`src/rtl/axi_io_pmp_err_slv.sv`:
```
// axi_io_pmp_err_slv
//   AXI4 error-responder slave for the denied path of the AXI IO-PMP. The IO-PMP
//   sends here every transaction that fails its permission check. Each burst is
//   accepted, all of its write data is consumed, and it completes with ERR_RESP.
//   The upstream master therefore never hangs and never reaches protected memory.
//   The read and write paths are independent.
//   Each direction allows one outstanding transaction, so IDs never need reordering.
//
// Ports
//   clk, rst            clock; synchronous active-low reset
//   s_axi_aw*           write address channel (awaddr only feeds the error log)
//   s_axi_w*            write data channel (data and strobe are discarded)
//   s_axi_b*            write response channel (bid = latched awid, bresp = ERR_RESP)
//   s_axi_ar*           read address channel (araddr only feeds the error log)
//   s_axi_r*            read data channel (rdata = RDATA_FILL, rresp = ERR_RESP)
//   err_valid_o, err_addr_o, err_is_write_o, err_clr_i
//                       sticky first-fault log; these ports exist only when
//                       AXI_IO_PMP_ERR_LOG_EN is defined
//
// ADDR_WIDTH supports only 32 and 64.
// Every handshake output is a register that holds the decode of the next state.
// This keeps outputs at 0 while reset is asserted and leaves no combinational
// path from input to output.

module axi_io_pmp_err_slv #(
  parameter int unsigned           DATA_WIDTH = 32,
  parameter int unsigned           ADDR_WIDTH = 32,
  parameter int unsigned           STRB_WIDTH = DATA_WIDTH / 8,
  parameter int unsigned           ID_WIDTH   = 8,
  parameter logic [1:0]            ERR_RESP   = 2'b10,
  parameter logic [DATA_WIDTH-1:0] RDATA_FILL = '0
) (
  input  logic                  clk,
  input  logic                  rst,
  input  logic [ID_WIDTH-1:0]   s_axi_awid,
  input  logic [ADDR_WIDTH-1:0] s_axi_awaddr,
  input  logic                  s_axi_awvalid,
  output logic                  s_axi_awready,
  input  logic [DATA_WIDTH-1:0] s_axi_wdata,
  input  logic [STRB_WIDTH-1:0] s_axi_wstrb,
  input  logic                  s_axi_wlast,
  input  logic                  s_axi_wvalid,
  output logic                  s_axi_wready,
  output logic [ID_WIDTH-1:0]   s_axi_bid,
  output logic [1:0]            s_axi_bresp,
  output logic                  s_axi_bvalid,
  input  logic                  s_axi_bready,
  input  logic [ID_WIDTH-1:0]   s_axi_arid,
  input  logic [ADDR_WIDTH-1:0] s_axi_araddr,
  input  logic [7:0]            s_axi_arlen,
  input  logic                  s_axi_arvalid,
  output logic                  s_axi_arready,
  output logic [ID_WIDTH-1:0]   s_axi_rid,
  output logic [DATA_WIDTH-1:0] s_axi_rdata,
  output logic [1:0]            s_axi_rresp,
  output logic                  s_axi_rlast,
  output logic                  s_axi_rvalid,
  input  logic                  s_axi_rready
`ifdef AXI_IO_PMP_ERR_LOG_EN
  ,
  output logic                  err_valid_o,
  output logic [ADDR_WIDTH-1:0] err_addr_o,
  output logic                  err_is_write_o,
  input  logic                  err_clr_i
`endif
);

  typedef enum logic [1:0] {WIdle, WData, WResp} w_state_e;
  typedef enum logic       {RIdle, RData}        r_state_e;

  w_state_e            w_state_q, w_state_d;
  r_state_e            r_state_q, r_state_d;
  logic [ID_WIDTH-1:0] bid_q, bid_d;
  logic [ID_WIDTH-1:0] rid_q, rid_d;
  logic [7:0]          cnt_q, cnt_d;

  logic awready_q, awready_d;
  logic wready_q,  wready_d;
  logic bvalid_q,  bvalid_d;
  logic arready_q, arready_d;
  logic rvalid_q,  rvalid_d;
  logic rlast_q,   rlast_d;

  logic aw_hs, w_hs, b_hs, ar_hs, r_hs;

  assign aw_hs = s_axi_awvalid & awready_q;
  assign w_hs  = s_axi_wvalid  & wready_q;
  assign b_hs  = bvalid_q      & s_axi_bready;
  assign ar_hs = s_axi_arvalid & arready_q;
  assign r_hs  = rvalid_q      & s_axi_rready;

  // State and registered outputs
  always_ff @(posedge clk) begin
    if (!rst) begin
      w_state_q <= WIdle;
      r_state_q <= RIdle;
      bid_q     <= '0;
      rid_q     <= '0;
      cnt_q     <= '0;
      awready_q <= 1'b0;
      wready_q  <= 1'b0;
      bvalid_q  <= 1'b0;
      arready_q <= 1'b0;
      rvalid_q  <= 1'b0;
      rlast_q   <= 1'b0;
    end else begin
      w_state_q <= w_state_d;
      r_state_q <= r_state_d;
      bid_q     <= bid_d;
      rid_q     <= rid_d;
      cnt_q     <= cnt_d;
      awready_q <= awready_d;
      wready_q  <= wready_d;
      bvalid_q  <= bvalid_d;
      arready_q <= arready_d;
      rvalid_q  <= rvalid_d;
      rlast_q   <= rlast_d;
    end
  end

  // Next-state logic
  always_comb begin
    w_state_d = w_state_q;
    bid_d     = bid_q;
    unique case (w_state_q)
      WIdle: begin
        if (aw_hs) begin
          w_state_d = WData;
          bid_d     = s_axi_awid;
        end
      end
      // wlast alone ends the burst; awlen is not tracked
      WData:   if (w_hs && s_axi_wlast) w_state_d = WResp;
      WResp:   if (b_hs) w_state_d = WIdle;
      default: w_state_d = WIdle;
    endcase

    r_state_d = r_state_q;
    rid_d     = rid_q;
    cnt_d     = cnt_q;
    unique case (r_state_q)
      RIdle: begin
        if (ar_hs) begin
          r_state_d = RData;
          rid_d     = s_axi_arid;
          cnt_d     = s_axi_arlen;
        end
      end
      RData: begin
        if (r_hs) begin
          if (cnt_q == 8'd0) r_state_d = RIdle;
          else               cnt_d     = cnt_q - 8'd1;
        end
      end
      default: r_state_d = RIdle;
    endcase
  end

  // Output decode from next state, registered above
  always_comb begin
    awready_d = (w_state_d == WIdle);
    wready_d  = (w_state_d == WData);
    bvalid_d  = (w_state_d == WResp);
    arready_d = (r_state_d == RIdle);
    rvalid_d  = (r_state_d == RData);
    rlast_d   = (r_state_d == RData) && (cnt_d == 8'd0);
  end

  assign s_axi_awready = awready_q;
  assign s_axi_wready  = wready_q;
  assign s_axi_bvalid  = bvalid_q;
  assign s_axi_bid     = bid_q;
  assign s_axi_bresp   = ERR_RESP;
  assign s_axi_arready = arready_q;
  assign s_axi_rvalid  = rvalid_q;
  assign s_axi_rlast   = rlast_q;
  assign s_axi_rid     = rid_q;
  assign s_axi_rdata   = RDATA_FILL;
  assign s_axi_rresp   = ERR_RESP;

`ifdef AXI_IO_PMP_ERR_LOG_EN
  logic                  err_valid_q, err_valid_d;
  logic [ADDR_WIDTH-1:0] err_addr_q, err_addr_d;
  logic                  err_is_write_q, err_is_write_d;

  // Sticky first-fault capture. A clear that coincides with a new handshake
  // still logs the new fault. On a tie, the write wins.
  always_comb begin
    err_valid_d    = err_valid_q;
    err_addr_d     = err_addr_q;
    err_is_write_d = err_is_write_q;
    if (err_clr_i) err_valid_d = 1'b0;
    if (!err_valid_q || err_clr_i) begin
      if (aw_hs) begin
        err_valid_d    = 1'b1;
        err_addr_d     = s_axi_awaddr;
        err_is_write_d = 1'b1;
      end else if (ar_hs) begin
        err_valid_d    = 1'b1;
        err_addr_d     = s_axi_araddr;
        err_is_write_d = 1'b0;
      end
    end
  end

  always_ff @(posedge clk) begin
    if (!rst) begin
      err_valid_q    <= 1'b0;
      err_addr_q     <= '0;
      err_is_write_q <= 1'b0;
    end else begin
      err_valid_q    <= err_valid_d;
      err_addr_q     <= err_addr_d;
      err_is_write_q <= err_is_write_d;
    end
  end

  assign err_valid_o    = err_valid_q;
  assign err_addr_o     = err_addr_q;
  assign err_is_write_o = err_is_write_q;

  logic unused_inputs;
  assign unused_inputs = ^{s_axi_wdata, s_axi_wstrb};
`else
  logic unused_inputs;
  assign unused_inputs = ^{s_axi_wdata, s_axi_wstrb, s_axi_awaddr, s_axi_araddr};
`endif

endmodule

```
`config.mk`:
```
export PLATFORM = sky130hd
export DESIGN_NAME = axi_io_pmp_err_slv
export DESIGN_NICKNAME = d
export VERILOG_FILES = /design/src/rtl/axi_io_pmp_err_slv.sv
export SDC_FILE = /design/constraint.sdc
export NUM_CORES = 1
export LEC_CHECK = 0
export CAP_MARGIN = 20
export CORE_MARGIN = 3
export CORE_UTILIZATION = 25
export CTS_CLUSTER_DIAMETER = 100
export CTS_CLUSTER_SIZE = 16
export DETAILED_ROUTE_END_ITERATION = 8
export PLACE_DENSITY = 0.82
export SLEW_MARGIN = 20
export SYNTH_ARGS = -nofsm -noshare
export SYNTH_HDL_FRONTEND = slang
export SYNTH_SLANG_ARGS = --single-unit
```
`constraint.sdc`:
```
create_clock -name clk -period 1.75 [get_ports clk]
set_input_delay 0.175 -clock clk [delete_from_list [all_inputs] [get_ports clk]]
set_output_delay 0.175 -clock clk [all_outputs]
set_load 0.05 [all_outputs]
```
Yosys cells after proc, flatten, opt, wreduce, memory -nomap -nowiden

Index checks and enable logic that the tools add are counted.

Input bits: 132
Register bits after elaboration: 32
Output and inout bits: 58

Bitwise logic cells: 7
Multiplexer cells: 12
Eq/ne operators: 4
Reduce and logical (&&, ||, !) cells: 8
Add/subtract/negate cells: 1

Operator list:

| cell                                                                | count |
|---|---|
| 8-bit two-way mux                                                   | 3 |
| 8-bit zero test                                                     | 2 |
| 8-bit case mux with 2 select lines                                  | 1 |
| 8-bit by 1-bit subtractor with 8-bit output (second input constant) | 1 |
| 2-bit two-way mux                                                   | 3 |
| 2-bit case mux with 3 select lines                                  | 1 |
| 1-bit AND                                                           | 5 |
| 2-bit by 1-bit == test with 1-bit output (second input constant)    | 2 |
| 2-bit == test (second input constant)                               | 2 |
| 2-bit zero test                                                     | 2 |
| 2-bit AND reduction                                                 | 2 |
| 1-bit two-way mux                                                   | 3 |
| 1-bit logical AND                                                   | 2 |
| 1-bit NOT                                                           | 2 |
| 1-bit case mux with 2 select lines                                  | 1 |

Depth between registers and ports, before layout

Depth after elaboration: 6
Mapped depth: 7
Depth with buffers taken out: 7

Least setup slack after synthesis

OpenSTA, ideal clock, no wires.

Path kind: reg2reg
Start point: register arready_q (netlist: s_axi_arready)
End point: register cnt_q[1]
Arrival: 1.718 ns
Clock period less this slack: 1.855 ns
Required time: 1.613 ns
Buffers on the path: 1
Setup slack: -0.105 ns
Stages on the path, launching flop included: 7
Path through: dfxtp_1 > nand2_1 > nor2_2 > clkbuf_1 > nor2_1 > a211oi_1 > a211oi_1

Word-level cells in the longest chain between the ends: 3

RTL lines:

| what                               | RTL line | RTL |
|---|---|---|
| start, declared                    | 80       | `logic arready_q, arready_d;` |
| start signal, assigned             | 115      | `arready_q <= arready_d;` |
| 1-bit AND                          | 89       | `assign ar_hs = s_axi_arvalid & arready_q;` |
| 8-bit two-way mux                  | 143      | `if (ar_hs) begin` |
| 8-bit case mux with 2 select lines | 141      | `unique case (r_state_q)` |
| end signal, assigned               | 111      | `cnt_q <= cnt_d;` |
| end, declared                      | 75       | `logic [7:0] cnt_q, cnt_d;` |

Every way passes these cells.
A chain may end at the register's enable or synchronous reset.

Final worst setup path

Start point: register cnt_q[6]
End point: register rlast_q (netlist: s_axi_rlast)

Word-level cells in the longest chain between the ends: 6

RTL lines:

| what                                                                           | RTL line | RTL |
|---|---|---|
| 8-bit by 1-bit subtractor with 8-bit output or 8-bit zero test (tied branches) | 152, 151 |  |
| 8-bit two-way mux                                                              | 151      | `if (cnt_q == 8'd0) r_state_d = RIdle;` |
| 8-bit two-way mux                                                              | 150      | `if (r_hs) begin` |
| 8-bit case mux with 2 select lines                                             | 141      |  |
| 8-bit zero test                                                                | 166      | `rlast_d = (r_state_d == RData) && (cnt_d == 8'd0);` |
| 1-bit logical AND *                                                            | 166      |  |
| end signal, assigned                                                           | 117      | `rlast_q <= rlast_d;` |
| end, declared                                                                  | 82       | `logic rlast_q, rlast_d;` |

Mark *: on every way between the ends. The rest lies on a longest branch, timed or not.

==> summary.md <==
| Metric | Value |
|---|---|
| Status | finished, violations left |
| Failing checks | negative setup slack |
| First-pass GRT wire length | 7650 um |
| Slew HR | 63.0% |
| Synthesized area | 0.00180 sq mm |
| Total global routing overflow | 0 |
| Netlist cell types | 47 |
| Detail Route Antenna Nets | 0 |
| Syn Inst Count | 211 |
| Clock Tree Buf Depth | 2 |
| # IOs | 190 |
| RSZ-0062 raised after global routing | true |
| Clk root buf | clkbuf_8 |
| Post-route DRC violation count | 0 |
| Sequential share of the synthesized area | 35.6% |
| DR vias | 1638 |
| Clk_skew | 0.00228 ns |
| Commonest non-fill, non-tap cell in the layout | clkdlybuf4s50_1 |
| Vias in the first global route | 1674 |
| Fin Setup TNS | -0.0224 ns |
| Initial Utilization | 26.2% |
| Fin crit share | 101% |
| Hold Slack | 0.446 ns |
| R2R setup slack | -0.02 ns |
| # fillers | 685 |
| Worst Hold Class | in -> reg |
| Final Wtd Congestion | 0.898 |
| Slew Limit Fails | 0 |
| Largest net degree at the start of global routing | 22 |
| Power Density | 845 mW/mm^2 |
| Num CTS Buffers | 5 |
| Synthesis-stage register bit count | 32 |
| Final WL | 4670 um |
| DP HPWL | 3470 um |
| CP Class | reg -> reg |
| First DRT Iteration DRCs | 38 |
| EDFF count, synth | 0 |
| Initial antenna violation count | 0 |
| Multi-input gate area | 0.00105 sq mm |
| CORE AREA | 0.00687 sq mm |
| Die extent in x | 90.8 um |
| Final hold violation count | 0 |
| Reg area | 651 sq um |
| Main synth FF type | dfxtp_1 |
| Final worst-path setup slack | -0.0224 ns |
| Commonest cells after routing, fill and taps aside | clkdlybuf4s50_1 (52), conb_1 (36), buf_4 (27) |
| Slew @ Worst Pin | 0.547 ns |
| H-tree depth | 2 |
| DIE AREA | 0.00825 sq mm |
| # port buffers | 53 |
| GRT Resource Usage Total | 11.2% |
| Share of post-route cells with drive strength above 1 | 22.8% |
| Final Critical Period | 1.77 ns |
| CTS Hold Bufs | 0 |
| Vias/cell | 4.25 |
| Clk slew on worst S/H paths | 0.07 ns |
| Final core occ | 39.0% |
| Critical path required time | 1.94 ns |
| Static Leakage | 1.09 nW |
| Critical Path AT | 1.96 ns |
| Critical Path Sink Type | flip-flop |
| Max_cap viols | 0 |
| Startpoint class of the critical path | flip-flop |
| Worst VDD drop | 0.556 mV |
| Design Power | 0.00226 W |
| Avg WL per Cell | 12.1 um |
| Fin nets | 422 |
| Max Fclk | 0.564 GHz |
| Mean post-synth cell area | 8.52 sq um |
| Die H | 90.8 um |
| Synthesis Warnings | 0 |
| Ys async rst share | 0% |
| 1st-pass router iterations | 4 |
| Worst-path fanout max | 5 |
| Layout overhead on the synthesized area | 48.9% |
| CTS tree | done |
| Clk Latency, worst-skew pair | 0.28 ns |
| Setup Viol. Count Final | 1 |
| Cell Rows | 30 |
| Inserted Diodes | 0 |
| Clock net sink count | 32 |
| Setup WS pre-CTS | -0.194 ns |
[per-stage QoR]
stage,std cells,area (sq um)
floorplan,245,1930
global placement,372,2450
detailed placement,372,2450
CTS,385,2650
global route,385,2680
finish,385,2680
[worst max-delay path, stage by stage (launching register included)]
cell and delay (ns):
dfxtp_2 0.34, nor4_4 0.45, nand3_2 0.16, a311oi_4 0.27
nand4_1 0.15, nor4bb_2 0.30
[per-layer routing]
layer  up-vias  GRT usage (%)  part of all wire (%)
met5         -              0                     0
met4         0           3.77                   1.6
met3         7           4.00                   8.6
met2        65           19.9                    51
met1       763           12.2                    38
li1        803              -                     -
[synth_stat cells (all sizes together) (2+ instances only)]
cell type,number,area (sq um)
buf,36,270
dfxtp,32,641
nor2,26,100
nand2,23,86.3
a21oi,15,75.1
mux2i,10,100
clkbuf,8,33.8
inv,6,22.5
nor3,6,35.0
nand3,5,30.0
a211oi,3,22.5
and3,3,18.8
xor2,3,26.3
a211o,2,17.5
a311oi,2,30.0
and3b,2,18.8
conb,2,7.51
ha,2,25.0
nand2b,2,12.5
nor4,2,27.5
[logic make-up after synthesis]
logic type	Yosys count	synth area share [%]
buffers and inverters	50	18.2
AO/OA/AOI/OAI	33	14.3
flip-flops	32	35.6
AND/OR/NAND/NOR	78	22.5
other	2	0.418
XOR/XNOR	3	1.46
adder cells (fa/ha/maj)	2	1.39
multiplexers	11	6.19
[area by class of cell]
cell class | count | share of cell area [%]
Sequential cell | 32 | 24.3
Multi-Input combinational cell | 163 | 39.3
Clock inverter | 3 | 0.701
Clock buffer | 5 | 2.57
Tap cell | 96 | 4.49
Inverter | 6 | 0.841
Timing Repair Buffer | 80 | 27.8
[flip-flops by register name (all words and copies together) (netlist names), 2 cells and up]
register   cells
w_state_q      2
s_axi_rid      8
s_axi_bid      8
cnt_q          8
[power by group]
part / switching [W] / internal [W] / leakage, nW
Clock: 0.000292 / 0.000277 / 0.0479
Combinational: 0.000528 / 0.000339 / 0.775
Sequential: 0.0000449 / 0.000781 / 0.264
Total: 0.000865 / 0.00140 / 1.09
[what timing repair did]
action,in CTS,in global routing
endpoints found under the setup margin,2,6
pin swaps,11,3
gates resized for setup,17,7
setup buffers,5,0
[worst paths after layout]
path / startpoint / end / cells past startpoint
max: cnt_q[6] / s_axi_rlast / 5
min: s_axi_arid[1] / s_axi_rid[1] / 3
max reg2reg: cnt_q[6] / s_axi_rlast / 5
min reg2reg: s_axi_rid[7] / s_axi_rid[7] / 2
No activity file was read; power rests on OpenSTA's default activity.
